$ cat src/rtl/ram_2r1w_init.sv
// rtl/ram_2r1w_init.sv - 2-read/1-write RAM that clears itself after reset, 1-cycle registered reads.
// Define RAM_2R1W_BYPASS_EN to forward same-cycle write data to a read of the same address.
module ram_2r1w_init #(
    parameter int WIDTH  = 3,
    parameter int DEPTH  = 8,
    parameter int ADDR_W = 3
) (
    input  logic              clock,
    input  logic              reset,
    input  logic              W0_en,
    input  logic [ADDR_W-1:0] W0_addr,
    input  logic [WIDTH-1:0]  W0_data,
    input  logic              R0_en,
    input  logic [ADDR_W-1:0] R0_addr,
    output logic [WIDTH-1:0]  R0_data,
    input  logic              R1_en,
    input  logic [ADDR_W-1:0] R1_addr,
    output logic [WIDTH-1:0]  R1_data,
    output logic              init_busy
);

    typedef enum logic {INIT, READY} state_t;

    state_t            state;
    logic [ADDR_W-1:0] counter;
    logic [WIDTH-1:0]  mem [DEPTH];

    logic              mem_we;
    logic [ADDR_W-1:0] mem_wa;
    logic [WIDTH-1:0]  mem_wd;
    logic [WIDTH-1:0]  r0_next;
    logic [WIDTH-1:0]  r1_next;

    // The clear sweep owns the single write port until READY; user writes are dropped.
    always_comb begin
        mem_we = 1'b0;
        mem_wa = W0_addr;
        mem_wd = W0_data;
        if (state == INIT) begin
            mem_we = 1'b1;
            mem_wa = counter;
            mem_wd = '0;
        end else if (W0_en) begin
            mem_we = 1'b1;
        end
    end

    always_comb begin
        r0_next = mem[R0_addr];
        r1_next = mem[R1_addr];
`ifdef RAM_2R1W_BYPASS_EN
        if (state == READY && W0_en && W0_addr == R0_addr) r0_next = W0_data;
        if (state == READY && W0_en && W0_addr == R1_addr) r1_next = W0_data;
`endif
    end

    // Array has no reset; gating on reset keeps edges during reset from touching it.
    always_ff @(posedge clock) begin
        if (mem_we && !reset) mem[mem_wa] <= mem_wd;
    end

    always_ff @(posedge clock or posedge reset) begin
        if (reset) begin
            state     <= INIT;
            counter   <= '0;
            init_busy <= 1'b1;
        end else if (state == INIT) begin
            counter <= counter + 1'b1;
            if (counter == ADDR_W'(DEPTH - 1)) begin
                state     <= READY;
                init_busy <= 1'b0;
            end
        end
    end

    always_ff @(posedge clock or posedge reset) begin
        if (reset) begin
            R0_data <= '0;
            R1_data <= '0;
        end else begin
            if (R0_en) R0_data <= (state == INIT) ? '0 : r0_next;
            if (R1_en) R1_data <= (state == INIT) ? '0 : r1_next;
        end
    end

endmodule

$ cat config.mk
export PLATFORM = sky130hd
export DESIGN_NAME = ram_2r1w_init
export DESIGN_NICKNAME = d
export VERILOG_FILES = /design/src/rtl/ram_2r1w_init.sv
export SDC_FILE = /design/constraint.sdc
export NUM_CORES = 1
export LEC_CHECK = 0
export ABC_AREA = 0
export CORE_MARGIN = 8
export CORE_UTILIZATION = 48
export DETAILED_ROUTE_END_ITERATION = 10
export HOLD_SLACK_MARGIN = 0.08
export PLACE_DENSITY = 0.74
export SLEW_MARGIN = 10
export SYNTH_ARGS = -nofsm -noshare
export SYNTH_HDL_FRONTEND = slang
export SYNTH_SLANG_ARGS = --single-unit
$ cat constraint.sdc
create_clock -name clock -period 1.4 [get_ports clock]
set_input_delay 0.21 -clock clock [delete_from_list [all_inputs] [get_ports clock]]
set_output_delay 0.21 -clock clock [all_outputs]
set_load 0.1 [all_outputs]
==> out/qor.csv <==
stage;metric;value;unit
status;status;finished, violations left;
status;failing checks;negative setup slack;
timing;Setup violations, final;2;
logic_synthesis;Yosys warning total;0;
setup_path;Cell Chain, Critical Path;mux4_2, or2_0, a32o_1;
logic_synthesis;Netlist Area Pre-Place;1710;µm²
layout;filler cell count;259;
global_routing;vias in the first global route;1283;
logic_synthesis;main combinational cell family by area after synthesis;multiplexers;
die;Placeable Area;3360;µm²
placed_design;number of port buffers;23;
die;initial core utilization;50.7;%
logic_synthesis;instance count of the mapped netlist;126;
logic_synthesis;post-synth net total;145;
placed_design;pre-CTS setup slack;-0.436;ns
setup_path;Worst path top cell family by delay;multiplexers;
setup_path;delay of the slowest critical-path stage;0.47;ns
timing;RSZ-0062 raised after global routing;true;
detailed_routing;routed wire length per instance;18.3;µm
setup_path;WP data required;1.63;ns
timing;Final Hold Violating Endpoints;0;
layout;share of cells above drive strength 1;30.3;%
timing;Pins Over Slew Limit;0;
logic_synthesis;top cells by area, synth;edfxtp_1, dfrtp_1, mux4_2;
detailed_routing;DR pass1 iterations;4;
global_routing;initial antenna violation count;0;
timing;crit share post-route;102;%
placed_design;placed instance count;203;
logic_synthesis;adder-cell share of the synthesized area;1.47;%
layout;Ant. Diodes;0;
layout;NumNets Final;183;
logic_synthesis;Synth Area per Inst;13.5;µm²
global_routing;gr ovfl total;0;
power;P_int;1.52;mW
power;sw frac;29.0;%
detailed_routing;vias per inst;5.64;
run;max_cap viols;0;
setup_path;WP data arrival;1.65;ns
logic_synthesis;EDFF count, synth;24;
setup_path;CP Capture Type;register;
detailed_routing;Residual DRC;0;
setup_path;FF-to-FF Start;mem[3][0];
logic_synthesis;ys flop type;edfxtp_1;
detailed_routing;DRT iter0 DRCs;92;
timing;Setup WS post-layout;-0.0239;ns
logic_synthesis;Unique masters post-synth;37;
die;die area;5720;µm²
power;LEAKAGE;0.840;nW
timing;Slew @ Worst Pin;0.612;ns
logic_synthesis;XOR/XNOR Fraction of Synth Area;0.514;%
cts;total CTS buffers;5;
global_routing;global-route wire length before repair;5910;µm
power;Flop pwr share;54.1;%
setup_path;slowest CP cell;mux4_2;
logic_synthesis;Synth Area in Simple Gates;12.7;%
die;die height;75.6;µm
cts;root buffer cell;clkbuf_4;
setup_path;Crit Path Class;register to register;
logic_synthesis;sequential share of the synthesized area;58.5;%
global_routing;largest net degree at the start of global routing;12;
power;combinational share of power;20.9;%
cts;clock buffer depth;2;
timing;Clock Skews;0.00770;ns
detailed_routing;routed wire length;3860;µm
setup_path;crit-path max FO;2;
power;Final Power;2.13;mW
logic_synthesis;dominant cell type by area after synthesis;edfxtp_1;
power;Sw Pwr;0.619;mW
timing;final hold slack;0.222;ns
logic_synthesis;Async S/R FF share, synth;31.4;%
cts;H-tree levels;2;
logic_synthesis;multiplexer area fraction after synthesis;14.2;%
detailed_routing;Post-DRT Antenna Nets;0;
placed_design;dpl hpwl;3030;µm
power;power per cell area;954;nW/µm²
cts;Clock Pin Slew Worst Setup and Hold Paths;0.11;ns
die;die width;75.6;µm
die;Core Rows;21;
placed_design;gp weighted congestion;0.809;
layout;Layout area overhead;31.3;%
hold_path;Hold WC Path Type;input port to asynchronous set/reset pin;
layout;Post-Layout Cell Count;211;
detailed_routing;DR vias;1190;
global_routing;Global Route Usage Sum;14.4;%
cts;TritonCTS clock tree;built;
setup_path;CP startpoint kind;register;
cts;Worst-Skew Late Latency;0.34;ns
logic_synthesis;post-synthesis register bit count;35;
logic_synthesis;Synth Area in Compound Gates;9.68;%
power;power share of the clock group;25.0;%
timing;Rel. slew slack;58.1;%
timing;fin crit period;1.42;ns
logic_synthesis;top cell type's share of synthesized area;42.3;%
setup_path;CP bufs+invs;0;
die;IO Pins;24;
setup_path;Critical path origin;mem[3][0];
power;Worst IR Drop VDD;0.605;mV
timing;Max Fclk;702;MHz
cts;Clock Sinks;35;
[logic make-up (layout without fill, tap and decap cells)]
group,Yosys count,count (layout)
and+or+nand+nor,41,41
DFF,35,35
AOI/OAI and AO/OA,21,21
muxes,15,15
buffers and inverters,11,50
adders and majority gates,2,2
xor gates and xnor gates,1,1
[sequential cells by signal (all words and copies together) (netlist names)]
name,flops
R1_data,3
init_busy,1
R0_data,3
mem,24
counter,3
state,1
[cells in the mapped netlist, types with 3 or more instances]
master / count
o41ai_1: 3
and2_1: 3
nor2b_1: 10
nor2_1: 13
a2111oi_0: 3
mux2_2: 6
inv_1: 7
edfxtp_1: 24
nand2_1: 5
mux4_2: 4
nand2b_1: 4
dfrtp_1: 10
[worst min-delay path: cells and delay by family]
kind,cells,cell delay [ns]
buffers and inverters,3,0.72
[layout make-up]
cell class,count,area [µm²],share of cell area (%)
Sequential cell,35,998,44.6
Multi-Input combinational cell,80,706,31.5
Timing Repair Buffer,35,397,17.7
Tap cell,46,57.6,2.57
Clock buffer,6,41.3,1.84
Inverter,7,26.3,1.17
Clock inverter,2,12.5,0.559
[cell usage in the layout, fill, tap and decap left out, types with 3 or more instances in the layout]
cell              n
nor2b_1           8
nor2_1            7
o41ai_1           3
buf_12            7
nor2_2            5
edfxtp_1         24
mux4_2            4
nand2b_1          4
nand2_1           5
dfrtp_1           9
buf_4            10
a2111oi_0         3
clkbuf_4          5
clkdlybuf4s50_1  15
mux2_2            6
inv_1             7
and2_1            3
[through the flow]
stage,instance area [µm²],utilization (%),TNS [ns]
floorplan,1710,-,0
global placement,2130,63.3,-5.21
detailed placement,2130,63.3,-6.30
CTS,2190,65.1,-0.306
global route,2240,66.6,-0.136
finish,2240,66.6,-0.0447
[power groups by stage]
stage / Sequential [mW] / Clock, mW / Combinational (mW)
after global placement: 1.18 / 0 / 0.430
final: 1.15 / 0.534 / 0.446
after global routing: 1.16 / 0.588 / 0.465
after CTS: 1.16 / 0.542 / 0.439
after floorplan: 1.31 / 0 / 0.107
after detailed placement: 1.18 / 0 / 0.438
[per-layer routing]
layer  routed length, µm  GRT usage [%]  vias up
met4                 104           8.53        0
met5                   0              0        -
met1                1380           13.9      573
li1                    -              -      556
met2                2010           25.1       53
met3                 362           6.05        8
[timing repair]
action                                  CTS  global route
pin swaps                                 1             2
gates resized for setup                   5            12
endpoints found under the setup margin   18            17
hold buffers                              0             0
setup buffers                             0             0
[worst paths after layout]
kind / to / slack [ns] / cells past startpoint
max: R0_data[0] / -0.02 / 3
min: counter[0] / 0.22 / 3
max reg2reg: R0_data[0] / -0.02 / 3
min reg2reg: init_busy / 0.52 / 1
max in group asynchronous: init_busy / 0.95 / 3
min in group clock: R1_data[0] / 0.51 / 2
Note: power is estimated with default switching activity, not from simulation.
==> patch: new RTL, same settings <==
Build with the macro `RAM_2R1W_BYPASS_EN` defined.
--- a/src/rtl/ram_2r1w_init.sv
+++ b/src/rtl/ram_2r1w_init.sv
@@ -1,4 +1,6 @@
 // rtl/ram_2r1w_init.sv - 2-read/1-write RAM that clears itself after reset, 1-cycle registered reads.
 // Define RAM_2R1W_BYPASS_EN to forward same-cycle write data to a read of the same address.
+`define RAM_2R1W_BYPASS_EN
+
 module ram_2r1w_init #(
     parameter int WIDTH  = 3,
Check against the original RTL: not equivalent (a bounded check fails within 10 cycles, from zero or initial values and one cycle with reset high).
==> patch against the unedited design <==
- the flow still finishes with violations (setup timing)
- maximum frequency fell by 19%
- first-iteration DRC count is 3.3% higher
- worst setup slack got worse by 0.33 ns
- die area increased by 6.9%
- synthesized area grew 8.7%
- power increased by 17%
- cell area up 21%
- clock power rose by 37%
- wire length up 33%
- count of clock-buffer cells in the layout is the same
- sequential cell count did not move
==> patch: results (changes against the unedited design) <==
[synthesis]
synth-edff-count = 24  ; unchanged
yosysSeqAreaShare_pct = 53.78  ; -4.7 points
yosys-top-cells-area = edfxtp_1, mux4_1, dfrtp_1
ys_types = 28  ; -24%
synthTopCellsByCount = edfxtp_1, mux2_2, mux4_1, dfrtp_1, nor2_1
synthesis.nets = 140  ; -3.4%
async_flop_share_pct = 31.43  ; unchanged

[finish]
nNetsFinal = 191  ; +4.4%
drive_above_1_share_pct = 53.76  ; +23 points

[clock_tree]
cts_made_buffers = 5  ; unchanged
clk_pin_slew_ns = 0.07  ; -0.04 ns
root_buffer = clkbuf_8
clk_latency_ns = 0.29  ; -0.05 ns

[setup_path]
critPathArrivalTime_ns = 1.94  ; +0.29 ns
worstPathMaxFanout = 2  ; unchanged
slowest_delay_ns = 0.49  ; +0.02 ns

[global_routing]
grt_pass1_wl_microns = 7162  ; +21%
grt_pass1_vias = 1408  ; +9.7%
track_usage_pct = 15.22  ; +0.79 points

[route]
dr.first_iter.drc_count = 95  ; +3.3%
first_pass_iters = 4  ; unchanged
ant_nets = 0  ; unchanged
viasPerCell = 5.756  ; +2.1%
routedWlPerCell_microns = 23.24  ; +27%

[power]
vdd.ir_drop.worst_mv = 0.8573  ; +42%
leakage_nw = 1.023  ; +22%
power.share.switching_pct = 29.41  ; +0.41 points

[sta]
tns_ns = -4.038  ; -3.994 ns
finalSetupViolCount = 30  ; +28
worst_slack_ns = -0.3516  ; -0.3277 ns
fin_skew_ns = 0.002891  ; -0.004813 ns
slew_headroom_pct = 74.29  ; +16 points

[run_status]
violations = setup timing
outcome = finished, violations left

[placement]
finalWeightedCongestion = 0.7844  ; -3.1%
placed_cell_area_sq_um = 2292  ; +7.7%
dp_hpwl_microns = 3144  ; +3.8%

[run]
maxCapViolCount = 0  ; unchanged

==> patch: changes by cell type after synthesis, sizes merged, moves of 6 or more <==
cell / delta
mux4: +6
mux2: +7
a31o: +6
xor2: +6
==> patch: area by class of cell <==
| cell class | count | area (sq um) |
|---|---|---|
| clock buffer | 6 | 72.57 |
| clock inverter | 2 | 12.51 |
| fill | 226 | 987.2 |
| inverter | 4 | 27.53 |
| multi-input combinational | 76 | 985.9 |
| sequential | 35 | 999.7 |
| tap | 48 | 60.06 |
| timing repair buffer | 50 | 543.0 |
==> patch: kinds of logic (layout without fill, tap and decap cells) <==
| kind of cell | count (synthesis) | after routing | synth area share [%] |
|---|---|---|---|
| mux | 26 | 26 | 25.51 |
| buf+inv | 10 | 62 | 2.833 |
| fa+ha+maj | 2 | 2 | 1.349 |
| flops | 35 | 35 | 53.78 |
| compound gates | 13 | 13 | 5.533 |
| xor+xnor | 7 | 7 | 3.306 |
| simple gates | 28 | 28 | 7.692 |
==> patch: power by group through the flow <==
stage	Clock (mW)	Combinational, mW	Sequential (mW)
floorplan	0	0.171	1.32
global placement	0	0.532	1.18
detailed placement	0	0.537	1.18
CTS	0.726	0.574	1.16
global route	0.792	0.628	1.16
finish	0.733	0.603	1.16
==> patch: through the flow <==
stage	power (mW)	std cells	hold WS [ns]	setup WS [ns]
after floorplan	1.493	121	0.07776	-0.2326
after global placement	1.711	205	0.4918	-0.8550
after detailed placement	1.719	205	0.4953	-0.8718
after CTS	2.460	219	0.3010	-0.3309
after global routing	2.583	221	0.3954	-0.3712
final	2.496	221	0.3994	-0.3516
==> patch: timing repair <==
| action | CTS | global route |
|---|---|---|
| pin swaps | 15 | 8 |
| buffers inserted | 6 | 3 |
| resized for setup | 36 | 34 |
| endpoints found under the setup margin | 30 | 30 |
==> patch: tightest hold or removal path, cell delays in order <==
cell and delay [ns]:
clkdlybuf4s50_1 0.40, inv_1 0.21, buf_4 0.20
==> patch: worst paths after layout <==
| path | from | to | slack, ns | cells after the start |
|---|---|---|---|---|
| worst max-delay path | mem[6][2] | R0_data[2] | -0.35 | 4 |
| worst min-delay path | reset | counter[1] | 0.40 | 3 |
| worst max register to register | mem[6][2] | R0_data[2] | -0.35 | 4 |
| worst min register to register | init_busy | init_busy | 0.51 | 1 |
| max in group asynchronous | reset | init_busy | 0.81 | 3 |
| min in group clock | init_busy | init_busy | 0.51 | 1 |
==> patch: layer usage <==
| layer | wire length, microns | global-route usage, % |
|---|---|---|
| met1 | 1891 | 14.63 |
| met2 | 2829 | 28.42 |
| met3 | 333 | 5.353 |
| met4 | 80 | 6.667 |
| met5 | 0 | 0 |
